File: src/rtl/seq_serializer.sv
// Parallel-word to gapless serial bit stream feeding the overlapping sequence detector.
// First bit appears one cycle after accept; one-word hold buffer, din_ready drops while it is full.
module seq_serializer #(
    parameter int   WIDTH      = 8,
    parameter bit   MSB_FIRST  = 1'b1,
    parameter logic IDLE_LEVEL = 1'b0
) (
    input  logic             clk,
    input  logic             rst,
    input  logic             din_valid,
    input  logic [WIDTH-1:0] din,
    output logic             din_ready,
    output logic             in_seq,
    output logic             bit_valid,
    output logic             first_bit,
    output logic             last_bit,
    output logic             busy
);
    localparam int CW = $clog2(WIDTH);
    localparam logic [CW-1:0] CNT_LAST = CW'(WIDTH - 1);

    localparam logic [0:0] S_IDLE  = 1'b0;
    localparam logic [0:0] S_SHIFT = 1'b1;

    logic [0:0]       state_q, state_d;
    logic [WIDTH-1:0] shift_q, shift_d;
    logic [WIDTH-1:0] shift_adv;
    logic [CW-1:0]    cnt_q, cnt_d;
    logic [WIDTH-1:0] hold_q, hold_d;
    logic             hold_full_q, hold_full_d;
    logic             in_seq_q, bit_valid_q, first_q, last_q;
    logic             head_d;
    logic             xfer;

    assign din_ready = rst && !hold_full_q;
    assign xfer      = din_valid && din_ready;
    assign busy      = (state_q == S_SHIFT) || hold_full_q;

    assign in_seq    = in_seq_q;
    assign bit_valid = bit_valid_q;
    assign first_bit = first_q;
    assign last_bit  = last_q;

    // The outgoing bit always sits at the head end of the shifter.
    generate
        if (MSB_FIRST) begin : g_msb
            assign shift_adv = {shift_q[WIDTH-2:0], 1'b0};
            assign head_d    = shift_d[WIDTH-1];
        end else begin : g_lsb
            assign shift_adv = {1'b0, shift_q[WIDTH-1:1]};
            assign head_d    = shift_d[0];
        end
    endgenerate

    always_comb begin
        state_d     = state_q;
        shift_d     = shift_q;
        cnt_d       = cnt_q;
        hold_d      = hold_q;
        hold_full_d = hold_full_q;
        case (state_q)
            S_IDLE: begin
                if (xfer) begin
                    shift_d = din;
                    cnt_d   = '0;
                    state_d = S_SHIFT;
                end
            end
            default: begin
                if (cnt_q != CNT_LAST) begin
                    shift_d = shift_adv;
                    cnt_d   = cnt_q + 1'b1;
                    if (xfer) begin
                        hold_d      = din;
                        hold_full_d = 1'b1;
                    end
                end else if (hold_full_q) begin
                    // Held word goes out right after the last bit, keeping the stream gapless.
                    shift_d     = hold_q;
                    hold_full_d = 1'b0;
                    cnt_d       = '0;
                end else if (xfer) begin
                    shift_d = din;
                    cnt_d   = '0;
                end else begin
                    state_d = S_IDLE;
                end
            end
        endcase
    end

    always_ff @(posedge clk) begin
        if (!rst) begin
            state_q     <= S_IDLE;
            shift_q     <= '0;
            cnt_q       <= '0;
            hold_q      <= '0;
            hold_full_q <= 1'b0;
            in_seq_q    <= IDLE_LEVEL;
            bit_valid_q <= 1'b0;
            first_q     <= 1'b0;
            last_q      <= 1'b0;
        end else begin
            state_q     <= state_d;
            shift_q     <= shift_d;
            cnt_q       <= cnt_d;
            hold_q      <= hold_d;
            hold_full_q <= hold_full_d;
            in_seq_q    <= (state_d == S_SHIFT) ? head_d : IDLE_LEVEL;
            bit_valid_q <= (state_d == S_SHIFT);
            first_q     <= (state_d == S_SHIFT) && (cnt_d == '0);
            last_q      <= (state_d == S_SHIFT) && (cnt_d == CNT_LAST);
        end
    end

endmodule

File: config.mk
export PLATFORM = sky130hd
export DESIGN_NAME = seq_serializer
export DESIGN_NICKNAME = d
export VERILOG_FILES = /design/src/rtl/seq_serializer.sv
export SDC_FILE = /design/constraint.sdc
export NUM_CORES = 1
export LEC_CHECK = 0
export ABC_AREA = 1
export BUFFER_PORTS_ARGS = -buffer_cell sky130_fd_sc_hd__buf_4
export CAP_MARGIN = 20
export CORE_MARGIN = 10
export CORE_UTILIZATION = 50
export DETAILED_ROUTE_END_ITERATION = 12
export PLACE_DENSITY = 0.74
export SYNTH_ARGS = -nofsm -noshare
export SYNTH_HDL_FRONTEND = slang
export SYNTH_SLANG_ARGS = --single-unit
File: constraint.sdc
create_clock -name clk -period 1.5 [get_ports clk]
set_input_delay 0.075 -clock clk [delete_from_list [all_inputs] [get_ports clk]]
set_output_delay 0.075 -clock clk [all_outputs]
set_load 0.02 [all_outputs]
==> results of run 1 <==
-- cell type report --
class,count,area (um^2)
Tap cell,28,35.0
Multi-Input combinational cell,114,644
Sequential cell,24,483
Clock buffer,3,22.5
Timing Repair Buffer,30,238
Inverter,23,86.3
Fill cell,200,737
Clock inverter,1,30.0
-- through the flow --
step                      instance area, um^2  cells  worst slack, ps  hold WS (ps)  setup TNS (ps)
final                                    1540    223             82.2          21.8               0
after global routing                     1540    223            -2.36          2.71           -2.36
after CTS                                1470    218             43.4          8.93               0
after detailed placement                 1390    212             6.68           325               0
after global placement                   1390    212             49.3           319               0
after floorplan                          1240    168             8.63           217               0
-- path summary, 6_finish.rpt --
| kind | depth (start not counted) | slack (ps) | to | startpoint |
|---|---|---|---|---|
| worst max-delay path | 8 | 80 | hold_q[7] | cnt_q[0] |
| worst min-delay path | 3 | 20 | hold_q[0] | rst |
| worst max register to register | 8 | 80 | hold_q[7] | cnt_q[0] |
| worst min register to register | 2 | 490 | cnt_q[1] | cnt_q[1] |
-- worst max-delay path: stages, from the launching register on --
cell and delay, ps:
dfxtp_2 350, ha_1 220, ha_4 190, inv_2 70, nand2_4 70, nor2_8 190
inv_1 80, nor2_1 120, nor2_2 50
-- metal layers --
metal,track usage,share of wire
met5,0,0
met4,0.0283,0.0080
met3,0.0414,0.062
met2,0.194,0.49
met1,0.145,0.44
-- synth_stat cells (2+ instances only) --
cell type / n
nor3_1: 6
inv_1: 22
buf_4: 2
nor2_1: 24
a21oi_1: 4
nor2_2: 9
ha_1: 2
nand2_1: 24
o21ai_2: 8
nand3_1: 19
dfxtp_1: 24
buf_2: 3
nand4_1: 8
nand2_2: 5
-- cell families (layout without fill, tap and decap cells) --
logic type,after synthesis,after routing,share of synthesized area
simple gates,98,98,0.397
compound gates,14,14,0.0809
buf+inv,30,57,0.113
fa+ha+maj,2,2,0.0202
flops,24,24,0.388
-- repair_timing --
item	CTS	global route
resized for setup	3	8
buffers inserted	0	5
endpoints found under the setup margin	7	18
hold buffers	2	0
endpoints found under the hold margin	2	0
pin swaps	1	0
-- sequential cells by signal (all words and copies together), names as in the netlist --
register	count
hold_q	8
shift_q	8
hold_full_q	1
in_seq	1
bit_valid	1
last_bit	1
first_bit	1
cnt_q	3
-- where the power goes --
part           internal [mW]  switching [mW]  total (mW)  leakage [nW]
clock                  0.270           0.199       0.469        0.0279
sequential             0.673          0.0245       0.697         0.197
combinational          0.110           0.137       0.247         0.549
==> flow_summary.json, run 1 <==
{
  "overflow": 0,
  "layout_commonest_cell": "buf_4",
  "synth-seq-cells": 24,
  "final_hold_viol_count": 0,
  "hold_path.class": "input pin to flip-flop",
  "core_um2": 2280,
  "drive_gt1_frac": 0.328,
  "htreeDepth": 1,
  "clock_skew_ps": 8.80,
  "antenna_found_initial": 0,
  "max_freq_mhz": 705,
  "yosys.area.top_type": "dfxtp_1",
  "clockRootBuffer": "clkbuf_4",
  "p_leak_nw": 0.774,
  "io_pins": 17,
  "min_period_ps": 1420,
  "clk_latency_ps": 320,
  "cp.arrival_ps": 1660,
  "setup_viol": 0,
  "criticalPathCategory": "flip-flop to flip-flop",
  "total_power_mw": 1.41,
  "clk_path_buf_depth": 2,
  "fp.dieH_um": 69.8,
  "postSynthCellCount": 168,
  "drc": 0,
  "final_util": 0.676,
  "cts_made_buffers": 3,
  "synth_edf_count": 0,
  "via_per_inst": 5.34,
  "drt_iter0_markers": 84,
  "path_clk_slew_ps": 140,
  "ant_nets": 0,
  "async_reset_ff_frac": 0,
  "num_vias": 1190,
  "netlist_top_cells_area": "dfxtp_1, nand3_1, nand2_1, nor2_1, inv_1",
  "drv_slew": 0,
  "nets": 209,
  "synth_top_area_frac": 0.388,
  "synth_warnings": 0,
  "initial_core_util": 0.544,
  "slew_headroom": 0.736,
  "critPathLaunchType": "flip-flop",
  "layout_common_cells": "buf_4, nand2_1, nor2_1, dfxtp_1, inv_1",
  "grt_pass1_wl_um": 5020,
  "pwr_density_cell_nw_per_um2": 918,
  "routed_wl_um": 2880,
  "grt_pass1_vias": 1140,
  "worstMarginPinSlew_ps": 395,
  "routabilityCongestion": 0.844,
  "path_max_fanout": 11,
  "antenna_cells": 0,
  "dp_hpwl_um": 2050,
  "grt_max_degree": 15,
  "syn_to_final_growth_pct": 24.4,
  "required_ps": 1740,
  "cts.sinks": 24,
  "syn_area_per_cell_um2": 7.37,
  "rows": 17,
  "synth_seq_area_share": 0.388,
  "synthesis.nets": 181,
  "fp.dieArea_um2": 4870,
  "run_status": "completed",
  "ir_worst_vdd_mv": 1.02,
  "cts_tree": "done",
  "post_drt_wl_per_cell_um": 12.9,
  "ys.flop_type": "dfxtp_1",
  "min_period_over_period": 0.945,
  "end_kind": "flip-flop",
  "track_usage": 0.119,
  "numPortBuffers": 16,
  "die_x_um": 69.8,
  "dr.pass1.iters": 4,
  "maxCapViolations": 0,
  "netlist-cell-type-count": 22,
  "syn_area_um2": 1240
}
No activity file was read; power rests on OpenSTA's default activity.
==> inputs of run 2 (changes only) <==
--- a/config.mk
+++ b/config.mk
@@ -12,6 +12,8 @@
 export CORE_UTILIZATION = 50
 export DETAILED_ROUTE_END_ITERATION = 12
 export PLACE_DENSITY = 0.74
+export RECOVER_POWER = 50
 export SYNTH_ARGS = -nofsm -noshare
 export SYNTH_HDL_FRONTEND = slang
 export SYNTH_SLANG_ARGS = --single-unit
+export TNS_END_PERCENT = 30
==> flow_summary.json, run 2 (synthesis gave the netlist of run 1 again) <==
{
  "fp.dieH_um": 69.8,
  "crit_path_top_delay_cell": "dfxtp_2",
  "ir_worst_vdd_mv": 1.02,
  "worstRegToRegCells": 8,
  "htreeDepth": 1,
  "nets": 207,
  "rows": 17,
  "overflow": 0,
  "initial_core_util": 0.544,
  "die_x_um": 69.8,
  "final_hold_viol_count": 0,
  "cp.arrival_ps": 1660,
  "layout_common_cells": "nand2_1, nor2_1, dfxtp_1, inv_1, buf_4",
  "core_um2": 2280,
  "cts.sinks": 24,
  "routed_wl_um": 2850,
  "cts_tree": "done",
  "clockRootBuffer": "clkbuf_4",
  "grt_pass1_vias": 1140,
  "fin_tns_setup_ps": 0,
  "reg_top3": "hold_q: 8 flops, shift_q: 8 flops, cnt_q: 3 flops",
  "pre_cts_slack_ps": 6.68,
  "total_power_mw": 1.41,
  "clk_latency_ps": 320,
  "post_drt_wl_per_cell_um": 12.9,
  "holdWs_ps": 22.2,
  "seqCellArea_um2": 483,
  "antenna_found_initial": 0,
  "final_util": 0.663,
  "grt_pass1_wl_um": 5020,
  "rsz0062_at_grt": "yes",
  "syn_to_final_growth_pct": 21.9,
  "end_kind": "flip-flop",
  "min_period_ps": 1420,
  "maxCapViolations": 0,
  "p_leak_nw": 0.747,
  "ant_nets": 0,
  "path_cells": "ha_1 > ha_4 > inv_2 > nand2_4 > nor2_8 > inv_1 > nor2_1 > nor2_2",
  "hold_path.class": "input pin to flip-flop",
  "min_period_over_period": 0.950,
  "antenna_cells": 0,
  "drc": 0,
  "via_per_inst": 5.37,
  "required_ps": 1740,
  "drt_iter0_markers": 90,
  "dp_hpwl_um": 2050,
  "max_freq_mhz": 702,
  "pwr_density_cell_nw_per_um2": 933,
  "worstMarginPinSlew_ps": 396,
  "drv_slew": 0,
  "cts_made_buffers": 3,
  "cpPeakStageDelay_ps": 350,
  "path_clk_slew_ps": 140,
  "io_pins": 17,
  "run_status": "completed",
  "fp.dieArea_um2": 4870,
  "clock_skew_ps": 7.91,
  "track_usage": 0.119,
  "routabilityCongestion": 0.844,
  "clk_path_buf_depth": 2,
  "num_vias": 1186,
  "grt_max_degree": 15,
  "path_max_fanout": 11,
  "numPortBuffers": 16,
  "dr.pass1.iters": 4,
  "critPathLaunchType": "flip-flop",
  "setup_viol": 0,
  "layout_commonest_cell": "nand2_1",
  "hold_depth": 3,
  "fillers": 204,
  "multi_input_area_um2": 644,
  "criticalPathCategory": "flip-flop to flip-flop",
  "drive_gt1_frac": 0.301,
  "post-route-worst-setup-slack_ps": 75.2,
  "slew_headroom": 0.736
}
-- run 2: area by class of cell --
| class | count | area share |
|---|---|---|
| clock buffer | 3 | 0.0149 |
| inverter | 23 | 0.0572 |
| multi-input combinational | 114 | 0.427 |
| clock inverter | 1 | 0.0199 |
| tap | 28 | 0.0232 |
| sequential | 24 | 0.320 |
| timing repair buffer | 28 | 0.138 |
-- run 2: path summary, 6_finish.rpt --
check | start | endpoint | slack (ps)
max | cnt_q[0] | hold_q[7] | 80
min | rst | hold_q[0] | 20
max reg2reg | cnt_q[0] | hold_q[7] | 80
min reg2reg | cnt_q[1] | cnt_q[1] | 490
-- run 2: repair_timing --
| action | in CTS | in global routing |
|---|---|---|
| endpoints found under the hold margin | 2 | 0 |
| setup buffers | 0 | 3 |
| cloned | 0 | 0 |
| hold buffers | 2 | 0 |
| endpoints found under the setup margin | 7 | 18 |
| pin swaps | 1 | 0 |
| resized for setup | 3 | 8 |
-- run 2: worst max-delay path: cells and delay by family, from the launching register on --
family | cells | cell delay (ps)
buf+inv | 2 | 150
flops | 1 | 350
simple gates | 4 | 440
fa+ha+maj | 2 | 410
-- run 2: layer usage --
layer / routed length (um) / vias up / GRT usage
met4: 35 / 0 / 0.0283
met5: 0 / - / 0
met2: 1370 / 30 / 0.194
met1: 1290 / 561 / 0.145
li1: - / 588 / -
met3: 159 / 7 / 0.0414
-- run 2: through the flow --
stage	instance area [um^2]	cells
floorplan	1240	168
global placement	1390	212
detailed placement	1390	212
CTS	1470	218
global route	1510	221
finish	1510	221
-- run 2: where the power goes --
part | switching [mW] | internal [mW]
registers | 0.0246 | 0.673
clock network | 0.199 | 0.270
logic | 0.137 | 0.104
total | 0.361 | 1.05
==> inputs of run 3 (changes only) <==
--- a/config.mk
+++ b/config.mk
@@ -8,7 +8,7 @@
 export ABC_AREA = 1
 export BUFFER_PORTS_ARGS = -buffer_cell sky130_fd_sc_hd__buf_4
 export CAP_MARGIN = 20
-export CORE_MARGIN = 10
+export CORE_MARGIN = 2
 export CORE_UTILIZATION = 50
 export DETAILED_ROUTE_END_ITERATION = 12
 export PLACE_DENSITY = 0.74
==> flow_summary.json, run 3 (synthesis gave the netlist of run 1 again) <==
{
  "run_status": "completed",
  "dp.cells": 214,
  "reg2reg_slack_ps": 100,
  "grt_pass1_wl_um": 4370,
  "worstMarginPinSlew_ps": 408,
  "min_period_ps": 1400,
  "rows": 18,
  "seqCellArea_um2": 482,
  "clockRootBuffer": "clkbuf_4",
  "routabilityCongestion": 0.762,
  "clock_skew_ps": 7.14,
  "nets": 207,
  "final_hold_viol_count": 0,
  "placed_cell_area_um2": 1390,
  "min_from": "din[6]",
  "grt_pass1_vias": 1006,
  "clk_latency_ps": 320,
  "dr.pass1.iters": 4,
  "htreeDepth": 1,
  "grt_max_degree": 21,
  "numPortBuffers": 16,
  "min_period_over_period": 0.931,
  "die_x_um": 53.8,
  "io_pins": 17,
  "end_kind": "flip-flop",
  "post-route-worst-setup-slack_ps": 104,
  "final_cells": 223,
  "antenna_cells": 0,
  "drv_slew": 0,
  "routed_wl_um": 2690,
  "layout_common_cells": "nand2_1, nor2_1, dfxtp_1, inv_1",
  "dp_hpwl_um": 1840,
  "worstRegToRegCells": 8,
  "drc": 0,
  "drive_gt1_frac": 0.285,
  "final_util": 0.614,
  "path_clk_slew_ps": 130,
  "criticalPathCategory": "flip-flop to flip-flop",
  "multi_input_area_um2": 644,
  "drt_iter0_markers": 26,
  "hold_path_end": "hold_q[6]",
  "path_max_fanout": 6,
  "pre_cts_slack_ps": -2.66,
  "overflow": 0,
  "core_um2": 2410,
  "required_ps": 1760,
  "maxCapViolations": 0,
  "syn_to_final_growth_pct": 19.5,
  "post_drt_wl_per_cell_um": 12.1,
  "antenna_found_initial": 0,
  "stdcell_area_um2": 1480,
  "rsz0062_at_grt": "no",
  "ir_worst_vdd_mv": 0.586,
  "slew_headroom": 0.728,
  "setup_viol": 0,
  "initial_core_util": 0.513,
  "fp.dieArea_um2": 2890,
  "hold_depth": 5,
  "cts_made_buffers": 3,
  "fin_tns_setup_ps": 0,
  "via_per_inst": 5.17,
  "hold_path.class": "input pin to flip-flop",
  "fp.dieH_um": 53.8,
  "fillers": 219,
  "timing.rr.end": "hold_q[2]",
  "ant_nets": 0,
  "cp.arrival_ps": 1660,
  "reg_top3": "hold_q: 8 flops, shift_q: 8 flops, cnt_q: 3 flops",
  "max_freq_mhz": 716,
  "rr_startpoint": "cnt_q[0]",
  "cts.sinks": 24,
  "total_power_mw": 1.27,
  "p_leak_nw": 0.712,
  "cts_tree": "done",
  "pwr_density_cell_nw_per_um2": 859,
  "holdWs_ps": 69.8,
  "track_usage": 0.207,
  "clk_path_buf_depth": 2,
  "critPathLaunchType": "flip-flop",
  "num_vias": 1153
}
## run 3: where the power goes
part	internal, mW	leakage, nW	switching [mW]	total (mW)
Combinational	0.0971	0.495	0.134	0.231
Clock	0.148	0.0210	0.194	0.343
Sequential	0.673	0.196	0.0238	0.697
Total	0.918	0.712	0.352	1.27
## run 3: worst max-delay path by stage
stage	start	to	slack (ps)	depth (start not counted)
floorplan	cnt_q[0]	hold_q[5]	9	9
CTS	cnt_q[0]	hold_q[1]	10	8
detailed placement	cnt_q[0]	hold_q[7]	-3	8
global route	cnt_q[1]	cnt_q[0]	40	8
finish	cnt_q[0]	hold_q[2]	100	8
global placement	cnt_q[0]	hold_q[0]	40	8
## run 3: critical path, stage by stage (launching register included)
cell	delay (ps)
dfxtp_2	350
ha_2	190
ha_4	180
inv_2	60
nand2_4	70
nor2_4	200
buf_4	170
o21ai_2	50
nor2_2	70
## run 3: what timing repair did
action / in CTS / in global routing
hold buffers: 2 / 0
hold endpoints to repair: 2 / 0
cloned: 0 / 1
gates resized for setup: 0 / 8
buffers inserted: 2 / 0
pin swaps: 1 / 1
endpoints found under the setup margin: 5 / 20
## run 3: area by class of cell
cell class | count | area share
Multi-Input combinational cell | 115 | 0.436
Sequential cell | 24 | 0.326
Timing Repair Buffer | 27 | 0.130
Inverter | 23 | 0.0584
Tap cell | 30 | 0.0254
Clock buffer | 4 | 0.0245
## run 3: per-layer routing
metal	share of wire	GRT usage	wire (um)
met2	0.46	0.327	1250
met4	0.011	0.0769	29
met1	0.45	0.289	1220
met3	0.070	0.0250	188
met5	0	0	0
